$ cat src/rtl/cache_pkg.sv
// cache_pkg: line-engine operation/state types and default line geometry
package cache_pkg;
  localparam int LINE_BYTES = 128;
  localparam int WORDS = LINE_BYTES / 4;
  localparam int WIDX_BITS = $clog2(WORDS);
  typedef enum logic {LINE_FILL, LINE_WB} line_op_e;
  typedef enum logic [2:0] {IDLE, RD, WB_REQ, WB_CAP, WR, DONE} state_e;
endpackage

$ cat src/rtl/line_fill_engine_timer.sv
// mem_access_timer: counts the cycles of one fixed-latency memory access, flags its final cycle
module mem_access_timer #(
  parameter int MEM_LATENCY = 4
) (
  input  logic clk,
  input  logic rst,
  input  logic start,
  input  logic run,
  output logic last
);
  logic [7:0] cnt_q, cnt_d;
  always_comb begin
    last = run && (cnt_q == 8'(MEM_LATENCY - 1));
    cnt_d = (start || last) ? 8'd0 : run ? cnt_q + 8'd1 : cnt_q;
  end
  always_ff @(posedge clk) cnt_q <= rst ? 8'd0 : cnt_d;
endmodule

$ cat src/rtl/line_fill_engine.sv
// line_fill_engine: turns a line fill or writeback into timed word accesses on the memory port
// CRITICAL_WORD_FIRST_EN: fills start at the requested word and wrap around the line
module line_fill_engine
  import cache_pkg::*;
#(
  parameter int DATA_WIDTH  = 32,
  parameter int ADDR_WIDTH  = 32,
  parameter int BLOCK_SIZE  = LINE_BYTES,
  parameter int OFFSET_BITS = 7,
  parameter int MEM_LATENCY = 4
) (
  input  logic                  clk,
  input  logic                  rst,
  input  logic                  req_valid,
  output logic                  req_ready,
  input  logic                  req_op,
  input  logic [ADDR_WIDTH-1:0] req_addr,
  output logic                  fill_valid,
  output logic [DATA_WIDTH-1:0] fill_data,
  output logic [WIDX_BITS-1:0]  fill_word,
  output logic                  wb_req,
  output logic [WIDX_BITS-1:0]  wb_word,
  input  logic [DATA_WIDTH-1:0] wb_data,
  output logic                  busy,
  output logic                  done,
  output logic                  mem_ren,
  output logic                  mem_wen,
  output logic [ADDR_WIDTH-1:0] mem_addr,
  output logic [DATA_WIDTH-1:0] mem_din,
  input  logic [DATA_WIDTH-1:0] mem_dout
);
  localparam logic [WIDX_BITS-1:0] LAST_W = WIDX_BITS'(BLOCK_SIZE / 4 - 1);
  localparam logic [WIDX_BITS-1:0] ONE_W = WIDX_BITS'(1);
  state_e state_q, state_d;
  logic [ADDR_WIDTH-OFFSET_BITS-1:0] base_q, base_d;
  logic [WIDX_BITS-1:0] widx_q, widx_d, wcnt_q, wcnt_d, fill_word_q, fill_word_d, start_w;
  logic [DATA_WIDTH-1:0] fill_data_q, fill_data_d, mem_din_q, mem_din_d;
  logic fill_valid_q, fill_valid_d, accept, run, last, unused_lo;
  assign accept = req_valid && req_ready;
  assign run = state_q inside {RD, WR};
  assign unused_lo = ^req_addr[OFFSET_BITS-1:0];
`ifdef CRITICAL_WORD_FIRST_EN
  assign start_w = (line_op_e'(req_op) == LINE_FILL) ? req_addr[OFFSET_BITS-1:2] : '0;
`else
  assign start_w = '0;
`endif
  mem_access_timer #(.MEM_LATENCY(MEM_LATENCY)) u_timer (
    .clk(clk), .rst(rst), .start(accept), .run(run), .last(last)
  );
  always_comb begin
    state_d = state_q;
    base_d = base_q;
    widx_d = widx_q;
    wcnt_d = wcnt_q;
    fill_valid_d = 1'b0;
    fill_data_d = fill_data_q;
    fill_word_d = fill_word_q;
    mem_din_d = mem_din_q;
    case (state_q)
      IDLE: if (accept) begin
        base_d = req_addr[ADDR_WIDTH-1:OFFSET_BITS];
        widx_d = start_w;
        wcnt_d = '0;
        state_d = (line_op_e'(req_op) == LINE_WB) ? WB_REQ : RD;
      end
      RD: if (last) begin
        fill_valid_d = 1'b1;
        fill_data_d = mem_dout;
        fill_word_d = widx_q;
        widx_d = widx_q + ONE_W;
        wcnt_d = wcnt_q + ONE_W;
        state_d = (wcnt_q == LAST_W) ? DONE : RD;
      end
      WB_REQ: state_d = WB_CAP;
      WB_CAP: begin
        mem_din_d = wb_data;
        state_d = WR;
      end
      WR: if (last) begin
        widx_d = widx_q + ONE_W;
        wcnt_d = wcnt_q + ONE_W;
        state_d = (wcnt_q == LAST_W) ? DONE : WB_REQ;
      end
      // a fill lingers here while its last fill_valid is out, so done follows it
      DONE: state_d = fill_valid_q ? DONE : IDLE;
      default: state_d = IDLE;
    endcase
  end
  always_ff @(posedge clk) begin
    if (rst) begin
      state_q <= IDLE;
      base_q <= '0;
      widx_q <= '0;
      wcnt_q <= '0;
      fill_valid_q <= 1'b0;
      fill_data_q <= '0;
      fill_word_q <= '0;
      mem_din_q <= '0;
    end else begin
      state_q <= state_d;
      base_q <= base_d;
      widx_q <= widx_d;
      wcnt_q <= wcnt_d;
      fill_valid_q <= fill_valid_d;
      fill_data_q <= fill_data_d;
      fill_word_q <= fill_word_d;
      mem_din_q <= mem_din_d;
    end
  end
  assign req_ready = (state_q == IDLE) && !rst;
  assign busy = state_q != IDLE;
  assign done = (state_q == DONE) && !fill_valid_q;
  assign fill_valid = fill_valid_q;
  assign fill_data = fill_data_q;
  assign fill_word = fill_word_q;
  assign wb_req = state_q == WB_REQ;
  assign wb_word = widx_q;
  assign mem_ren = state_q == RD;
  assign mem_wen = state_q == WR;
  assign mem_addr = {base_q, widx_q, 2'b00};
  assign mem_din = mem_din_q;
endmodule

$ cat config.mk
export PLATFORM = sky130hd
export DESIGN_NAME = line_fill_engine
export DESIGN_NICKNAME = d
export VERILOG_FILES = /design/src/rtl/cache_pkg.sv /design/src/rtl/line_fill_engine_timer.sv /design/src/rtl/line_fill_engine.sv
export SDC_FILE = /design/constraint.sdc
export NUM_CORES = 1
export LEC_CHECK = 0
export ABC_CLOCK_PERIOD_IN_PS = 3100
export CORE_MARGIN = 3
export CORE_UTILIZATION = 44
export CTS_BUF_LIST = sky130_fd_sc_hd__clkbuf_8 sky130_fd_sc_hd__clkbuf_16
export DETAILED_ROUTE_END_ITERATION = 16
export PLACE_DENSITY_LB_ADDON = 0.15
export SLEW_MARGIN = 20
export SYNTH_ARGS = -nofsm -noshare
export SYNTH_HDL_FRONTEND = slang
export SYNTH_SLANG_ARGS = --single-unit
$ cat constraint.sdc
create_clock -name clk -period 3.1 [get_ports clk]
set_clock_uncertainty 0.2 [all_clocks]
set_input_delay 0.62 -clock clk [delete_from_list [all_inputs] [get_ports clk]]
set_output_delay 0.62 -clock clk [all_outputs]
set_load 0.01 [all_outputs]
Word level (Yosys, flattened, before mapping)
Index checks and enable logic that the tools add are counted.

operators by class
  multiplexer cells = 14
  shift operators = 0
  equality and inequality tests = 11
  add/subtract/negate cells = 3
  reduce and logical (&&, ||, !) cells = 18
  $mul = 0
  bitwise operators = 1
  div/mod/pow operators = 0
  order comparisons = 0

operators with widths
  operator                                                          number
  5-bit case mux with 2 select lines                                2
  3-bit 2-to-1 mux                                                  6
  3-bit case mux with 6 select lines                                1
  5-bit 2-to-1 mux                                                  3
  5-bit by 1-bit adder with 5-bit output (second input constant)    2
  8-bit by 1-bit adder with 8-bit output (second input constant)    1
  8-bit by 2-bit == test with 1-bit output (second input constant)  1
  2-bit by 1-bit != test with 1-bit output (second input constant)  4
  3-bit by 2-bit == test with 1-bit output (second input constant)  2
  3-bit == test (second input constant)                             2
  3-bit AND reduction                                               2
  2-bit OR reduction                                                3
  5-bit == test (second input constant)                             1
  1-bit logical AND                                                 4
  2-bit AND reduction                                               2
  2-bit nonzero test                                                2
  3-bit by 1-bit == test with 1-bit output (second input constant)  1
  3-bit logical NOT                                                 1
  3-bit nonzero test                                                1
  1-bit logical NOT                                                 2
  2-bit 2-to-1 mux                                                  1
  1-bit logical OR                                                  1
  1-bit 2-to-1 mux                                                  1
  1-bit NOT                                                         1

word-level totals
  bits in latches = 0
  word-level logic and storage cells = 56
  register bits = 116
  output and inout port bits = 113
  memory bits (read-only) = 0
  memories kept = 0
  bits in writable memories = 0

Logic depth before layout (Yosys ltp)
Gate-level depths: netlist of the first run.

  depth after elaboration = 5
  depth in mapped cells = 8

Hierarchy
From an unflattened synthesis of the first run, not the netlist that was laid out.

second synthesis, totals
  cell total of the unflattened synthesis = 537
  area total of the unflattened synthesis = 4,743.3 µm²

modules (own cells, without submodules)
  module            sequential area each (µm²)  cells an instance  area an instance (µm²)  instances
  line_fill_engine  2,162.1                     496                4,357.9                 1
  mem_access_timer  160.2                       41                 385.4                   1

Worst setup path before layout of the first run
OpenSTA, ideal clock, no wires.

  kind = in2out
  start point = in rst
  end point = out req_ready
  required time = 2.280 ns
  cell stages on the path = 3
  buffers on the path = 2
  setup slack = 1.007 ns
  arrival time = 1.273 ns
  cell sequence = clkbuf_1 -> clkbuf_1 -> nor2_1

on the way
  longest elaborated chain between the ends = 2

ends and longest elaborated chain
  what                RTL line                 text
  start: declaration  line_fill_engine.sv:13   input logic rst,
  1-bit logical NOT   line_fill_engine.sv:110  assign req_ready = (state_q == IDLE) && !rst;
  1-bit logical AND   line_fill_engine.sv:110
  end: declaration    line_fill_engine.sv:15   output logic req_ready,

No other way between the ends.

Worst setup path after layout of the first run
  start point = reg state_q[0]
  end point = out req_ready

on the way
  longest elaborated chain between the ends = 2

ends and longest elaborated chain
  what                      RTL line                 text
  start: declaration        line_fill_engine.sv:34   state_e state_q, state_d;
  start signal: assignment  line_fill_engine.sv:100  state_q <= state_d;
  3-bit logical NOT         line_fill_engine.sv:110
  1-bit logical AND         line_fill_engine.sv:110

No other way between the ends.

==> results of run 1 <==
==> report_power, final <==
group          switching, mW  internal [mW]
registers             0.0284           1.53
clock network          0.676           1.30
logic                  0.152          0.207
==> worst min-delay path, cell delays in order (launching register included) <==
cell	delay, ns
dfxtp_1	0.30
nand2_1	0.05
a21oi_1	0.05
==> flip-flops by register name, summed over array words and instances (netlist names) <==
signal / count
wcnt_q: 5
fill_word: 5
fill_valid: 1
u_timer.cnt_q: 8
state_q: 3
wb_word: 5
base_q: 25
mem_din: 32
fill_data: 32
==> metrics by stage <==
stage	util (%)	total power [mW]	instances
after floorplan	-	1.73	573
after global placement	65.9	1.94	867
after detailed placement	65.9	1.95	867
after CTS	72.1	3.92	899
after global routing	72.1	4.03	899
final	72.1	3.89	899
==> per-layer routing <==
metal,vias to the layer above,wire length [um],global-route usage (%)
li1,2263,-,-
met1,2072,5170,26.2
met2,178,6240,37.3
met3,22,1210,9.12
met4,0,273,9.38
met5,-,0,0
==> logic make-up (layout without fill, tap and decap cells) <==
kind of cell	count (synthesis)	count (layout)	synth area share, %
compound gates	126	126	15.2
xor+xnor	7	7	1.35
flops	116	116	51.2
fa+ha+maj	4	4	1.10
mux	1	1	0.221
buf+inv	56	249	6.49
other cells	1	2	0.0827
simple gates	261	261	24.3
==> placed cells by master (no fill, tap or decap), types with 2 or more instances in the layout <==
cell type          n
clkinvlp_4         4
a21oi_1           75
or3_1              3
nand2b_1           2
nor2b_1            3
nor2_1            12
bufinv_16          4
xor2_1             2
clkinv_2           3
nand4_1            2
nand2_1          196
o21ai_0           32
clkbuf_16         16
nor3_1             6
nor4_1             4
dfxtp_1          114
dfxtp_2            2
buf_4              6
nand3_1           18
xnor2_1            5
a31oi_1            5
inv_1              8
conb_1             2
o32ai_1            3
ha_1               4
and3_1             4
clkdlybuf4s50_1  202
o2111ai_1          5
==> repair_timing <==
action | CTS | global route
hold buffers | 0 | 0
pin swaps | 0 | 0
setup endpoints to repair | 1 | 1
resized for setup | 2 | 2
setup buffers | 0 | 0
==> layout make-up <==
cell class                 instances  share of cell area [%]
clock buffer                      17                    5.79
clock inverter                    15                    2.66
inverter                           7                   0.368
multi-input combinational        401                    27.0
sequential                       116                    32.5
tap                              133                    2.33
timing repair buffer             210                    29.3
==> final timing paths <==
check                             start                    endpoint  slack (ns)  cells past startpoint
min          fill_data[15]$_SDFFE_PP0P_  fill_data[15]$_SDFFE_PP0P_        0.25                      2
max reg2reg     state_q[0]$_SDFFE_PP0P_      wcnt_q[2]$_SDFFE_PP0P_        0.87                      4
min reg2reg  fill_data[15]$_SDFFE_PP0P_  fill_data[15]$_SDFFE_PP0P_        0.25                      2
max             state_q[0]$_SDFFE_PP0P_                   req_ready        0.09                      3
==> results.md, run 1 <==
* Synthesized area per cell at 7.92 um^2
* Layout Area Growth over Synthesis at 57.7%
* Max-slew violations at 0
* Ant diodes at 0
* I/O Buffers at 203
* Slowest-stage cell, CP: clkdlybuf4s50_1
* Asr flop ratio synth at 0%
* Register area share after synthesis at 51.2%
* I/O pins at 213
* Initial antenna violation count at 0
* Worst EP arrival at 2.19 ns
* Wire length of the first global-routing pass at 21100 um
* Post-place setup slack at 0.437 ns
* Routed via count at 4535
* TNS Setup at 0 ns
* CP max stage delay at 0.59 ns
* WL/cell at 14.4 um
* Multi-input gate area at 1930 um^2
* Post-synth EDFFs at 0
* Vias in the first global route at 4395
* TritonCTS Buffers at 17
* CP bufs+invs at 1
* Lkg Pwr at 2.45 nW
* Synthesized cell area at 4530 um^2
* Post-synth top area cell: dfxtp_1
* Die width at 108 um
* Final ANT Viol Nets at 0
* Reg area at 2320 um^2
* Starting DRT DRC Count at 269
* Total clock sinks at 116
* MaxCap Viol Count at 0
* DRC at 0
* Skew-Pair Late Insertion Delay at 0.51 ns
* Main flop type after synthesis: dfxtp_1
* Minimum clock period at 3.01 ns
* Register bit total from synthesis at 116
* Worst IR Drop VDD at 0.399 mV
* Worst Hold Slack at 0.252 ns
* GRT overflow at 0
* CTS tree: done
* Max_slew headroom at 32.7%
* Area share of the largest cell type after synthesis at 51.2%
* Die area at 11600 um^2
* Post-detail-place hpwl at 9080 um
* CORE AREA at 9910 um^2
* Post-layout nets at 857
* Power Density at 544 nW/um^2
* Area contributors post-synth: dfxtp_1, nand2_1, a21oi_1
* Worst-path cell chain: or3_4 -> nor2_2 -> clkdlybuf4s50_1
* Family with the most delay on the worst path: simple AND/OR/NAND/NOR gates
* Final setup vio count at 0
* Die H at 108 um
* Critical path type: reg2out
* Gpl congestion at 0.772
* Post-DR vias/cell at 5.04
* Largest net degree at the start of global routing at 61
* Hold crit path type: reg2reg
* Status: finished clean
* Clk Tree Root Cell: clkbuf_8
* Total Wirelength at 12900 um
* DR pass1 iterations at 5
* RSZ-0062 raised after global routing: no
* CP required at 2.28 ns
* Design Area, Final at 7150 um^2
* Synth unique cells at 42
* Worst-path clk slew at 0.06 ns
* Starting Density at 45.7%
* Crit start category: flip-flop
* Warnings, synthesis at 0
* Num rows at 36
* CP endpoint kind: output port
* Worst-path maximum fanout at 10
* Layout cells sized above 1 at 6.01%
* Clk buf depth at 2
* Worst Max-Slew Pin Slew at 1.01 ns
* Synth cell count leaders: nand2_1, dfxtp_1, a21oi_1
* H-Tree Depth at 4
* Period Utilization, post-route at 97.0%
* Cells after Synth at 572
* Placed cell areas at 6530 um^2
* Global Route Usage Sum at 22.7%
* Final worst setup slack at 0.0945 ns
* Most frequent cell after synthesis: nand2_1
* Fmax achieved at 333 MHz
* Final hold violations at 0
* Fillcell total at 754
No activity file was read; power rests on OpenSTA's default activity.
==> inputs of run 2 (changes only) <==
--- a/config.mk
+++ b/config.mk
@@ -5,7 +5,6 @@
 export SDC_FILE = /design/constraint.sdc
 export NUM_CORES = 1
 export LEC_CHECK = 0
-export ABC_CLOCK_PERIOD_IN_PS = 3100
 export CORE_MARGIN = 3
 export CORE_UTILIZATION = 44
 export CTS_BUF_LIST = sky130_fd_sc_hd__clkbuf_8 sky130_fd_sc_hd__clkbuf_16
==> results of run 2 <==
Final layout, timing and power as in run 1 (identical DEF).
==> inputs of run 3 (changes only) <==
--- a/config.mk
+++ b/config.mk
@@ -6,9 +6,10 @@
 export NUM_CORES = 1
 export LEC_CHECK = 0
 export CORE_MARGIN = 3
-export CORE_UTILIZATION = 44
+export CORE_UTILIZATION = 45
 export CTS_BUF_LIST = sky130_fd_sc_hd__clkbuf_8 sky130_fd_sc_hd__clkbuf_16
 export DETAILED_ROUTE_END_ITERATION = 16
+export DONT_BUFFER_PORTS = 1
 export PLACE_DENSITY_LB_ADDON = 0.15
 export SLEW_MARGIN = 20
 export SYNTH_ARGS = -nofsm -noshare
==> results.md, run 3 (same netlist as run 1, synthesis figures left out) <==
* DRC at 0
* Status: finished clean
* Final hold violations at 0
* Clk Tree Root Cell: clkbuf_8
* RSZ-0062 raised after global routing: no
* Clk buf depth at 2
* Initial antenna violation count at 0
* Die H at 106 um
* Worst-path clk slew at 0.06 ns
* CORE AREA at 9770 um^2
* Total power at 3.63 mW
* Power Density at 711 nW/um^2
* Placed Cells at 663
* Post-detail-place hpwl at 7280 um
* DR pass1 iterations at 5
* CP required at 2.28 ns
* Fmax achieved at 365 MHz
* H-Tree Depth at 4
* Die width at 106 um
* TNS Setup at 0 ns
* Starting DRT DRC Count at 244
* Total clock sinks at 116
* Final std cells w/o fill at 694
* Layout cells sized above 1 at 7.49%
* Final setup vio count at 0
* Period Utilization, post-route at 88.4%
* Critical path type: reg2out
* Final ANT Viol Nets at 0
* Num rows at 36
* MaxCap Viol Count at 0
* Worst Max-Slew Pin Slew at 0.897 ns
* Max-slew violations at 0
* Routed via count at 3707
* Vias in the first global route at 3487
* Crit start category: flip-flop
* Fillcell total at 956
* CTS tree: done
* I/O Buffers at 0
* Worst-path maximum fanout at 17
* Starting Density at 46.4%
* Hold crit path type: in2reg
* Max_slew headroom at 39.8%
* Skew-Pair Late Insertion Delay at 0.51 ns
* Utilization after layout at 52.3%
* Final worst setup slack at 0.361 ns
* Global Route Usage Sum at 18.9%
* Layout Area Growth over Synthesis at 12.7%
* Wire length of the first global-routing pass at 17000 um
* Largest net degree at the start of global routing at 79
* WL/cell at 15.7 um
* Worst IR Drop VDD at 0.378 mV
* Minimum clock period at 2.74 ns
* Lkg Pwr at 1.71 nW
* TritonCTS Buffers at 17
* Post-DR vias/cell at 5.34
* Post-cts gate resize count at 0
* I/O pins at 213
* Ant diodes at 0
* GRT overflow at 0
* Worst EP arrival at 1.92 ns
* Gpl congestion at 0.812
* CP endpoint kind: output port
* Total Wirelength at 10900 um
* Die area at 11300 um^2
* Most frequent cells in the layout: nand2_1, dfxtp_1, a21oi_1
* Leading cell type in the layout, fill and taps excluded: nand2_1
* Post-layout nets at 654
* Post-place setup slack at 0.754 ns
run 3: path summary, 6_finish.rpt:
| path | startpoint | slack, ns | depth (start not counted) | to |
|---|---|---|---|---|
| setup / recovery | state_q[1]$_SDFFE_PP0P_ | 0.36 | 2 | req_ready |
| hold / removal | req_addr[26] | 0.02 | 2 | base_q[19]$_SDFFE_PP0P_ |
| setup reg to reg | state_q[1]$_SDFFE_PP0P_ | 0.78 | 4 | base_q[9]$_SDFFE_PP0P_ |
| hold reg to reg | wcnt_q[4]$_SDFFE_PP0P_ | 0.27 | 2 | wcnt_q[4]$_SDFFE_PP0P_ |
run 3: layer usage:
layer  wire, um  GRT usage [%]
met5          0              0
met4        122           7.49
met3       1140           8.62
met2       5150           29.9
met1       4460           22.3
run 3: worst max-delay path, cell delays in order, from the launching register on:
cell and delay (ns):
dfxtp_1 0.46, or3_1 0.62, nor2_1 0.33
run 3: final cells by class:
| type | count | area, um^2 | area share [%] |
|---|---|---|---|
| sequential | 116 | 2320 | 45.5 |
| clock inverter | 7 | 96.3 | 1.89 |
| inverter | 7 | 26.3 | 0.514 |
| clock buffer | 23 | 497 | 9.73 |
| timing repair buffer | 7 | 72.6 | 1.42 |
| tap | 133 | 166 | 3.26 |
| multi-input combinational | 401 | 1930 | 37.7 |
run 3: per-stage QoR:
stage               hold slack, ns  cell area, um^2
finish                      0.0210             5110
global route               0.00672             5110
CTS                        0.00272             5110
detailed placement           0.262             4490
global placement             0.256             4490
floorplan                    0.240             4540
run 3: timing repair:
action | CTS | global route
hold buffers | 1 | 0
buffers inserted | 0 | 0
endpoints found under the hold margin | 78 | 0
run 3: where the power goes:
group          internal [mW]  switching, mW  leakage, nW  total [mW]
clock                   1.26          0.647        0.284        1.91
sequential              1.53         0.0510        0.939        1.58
combinational         0.0430         0.0972        0.482       0.140
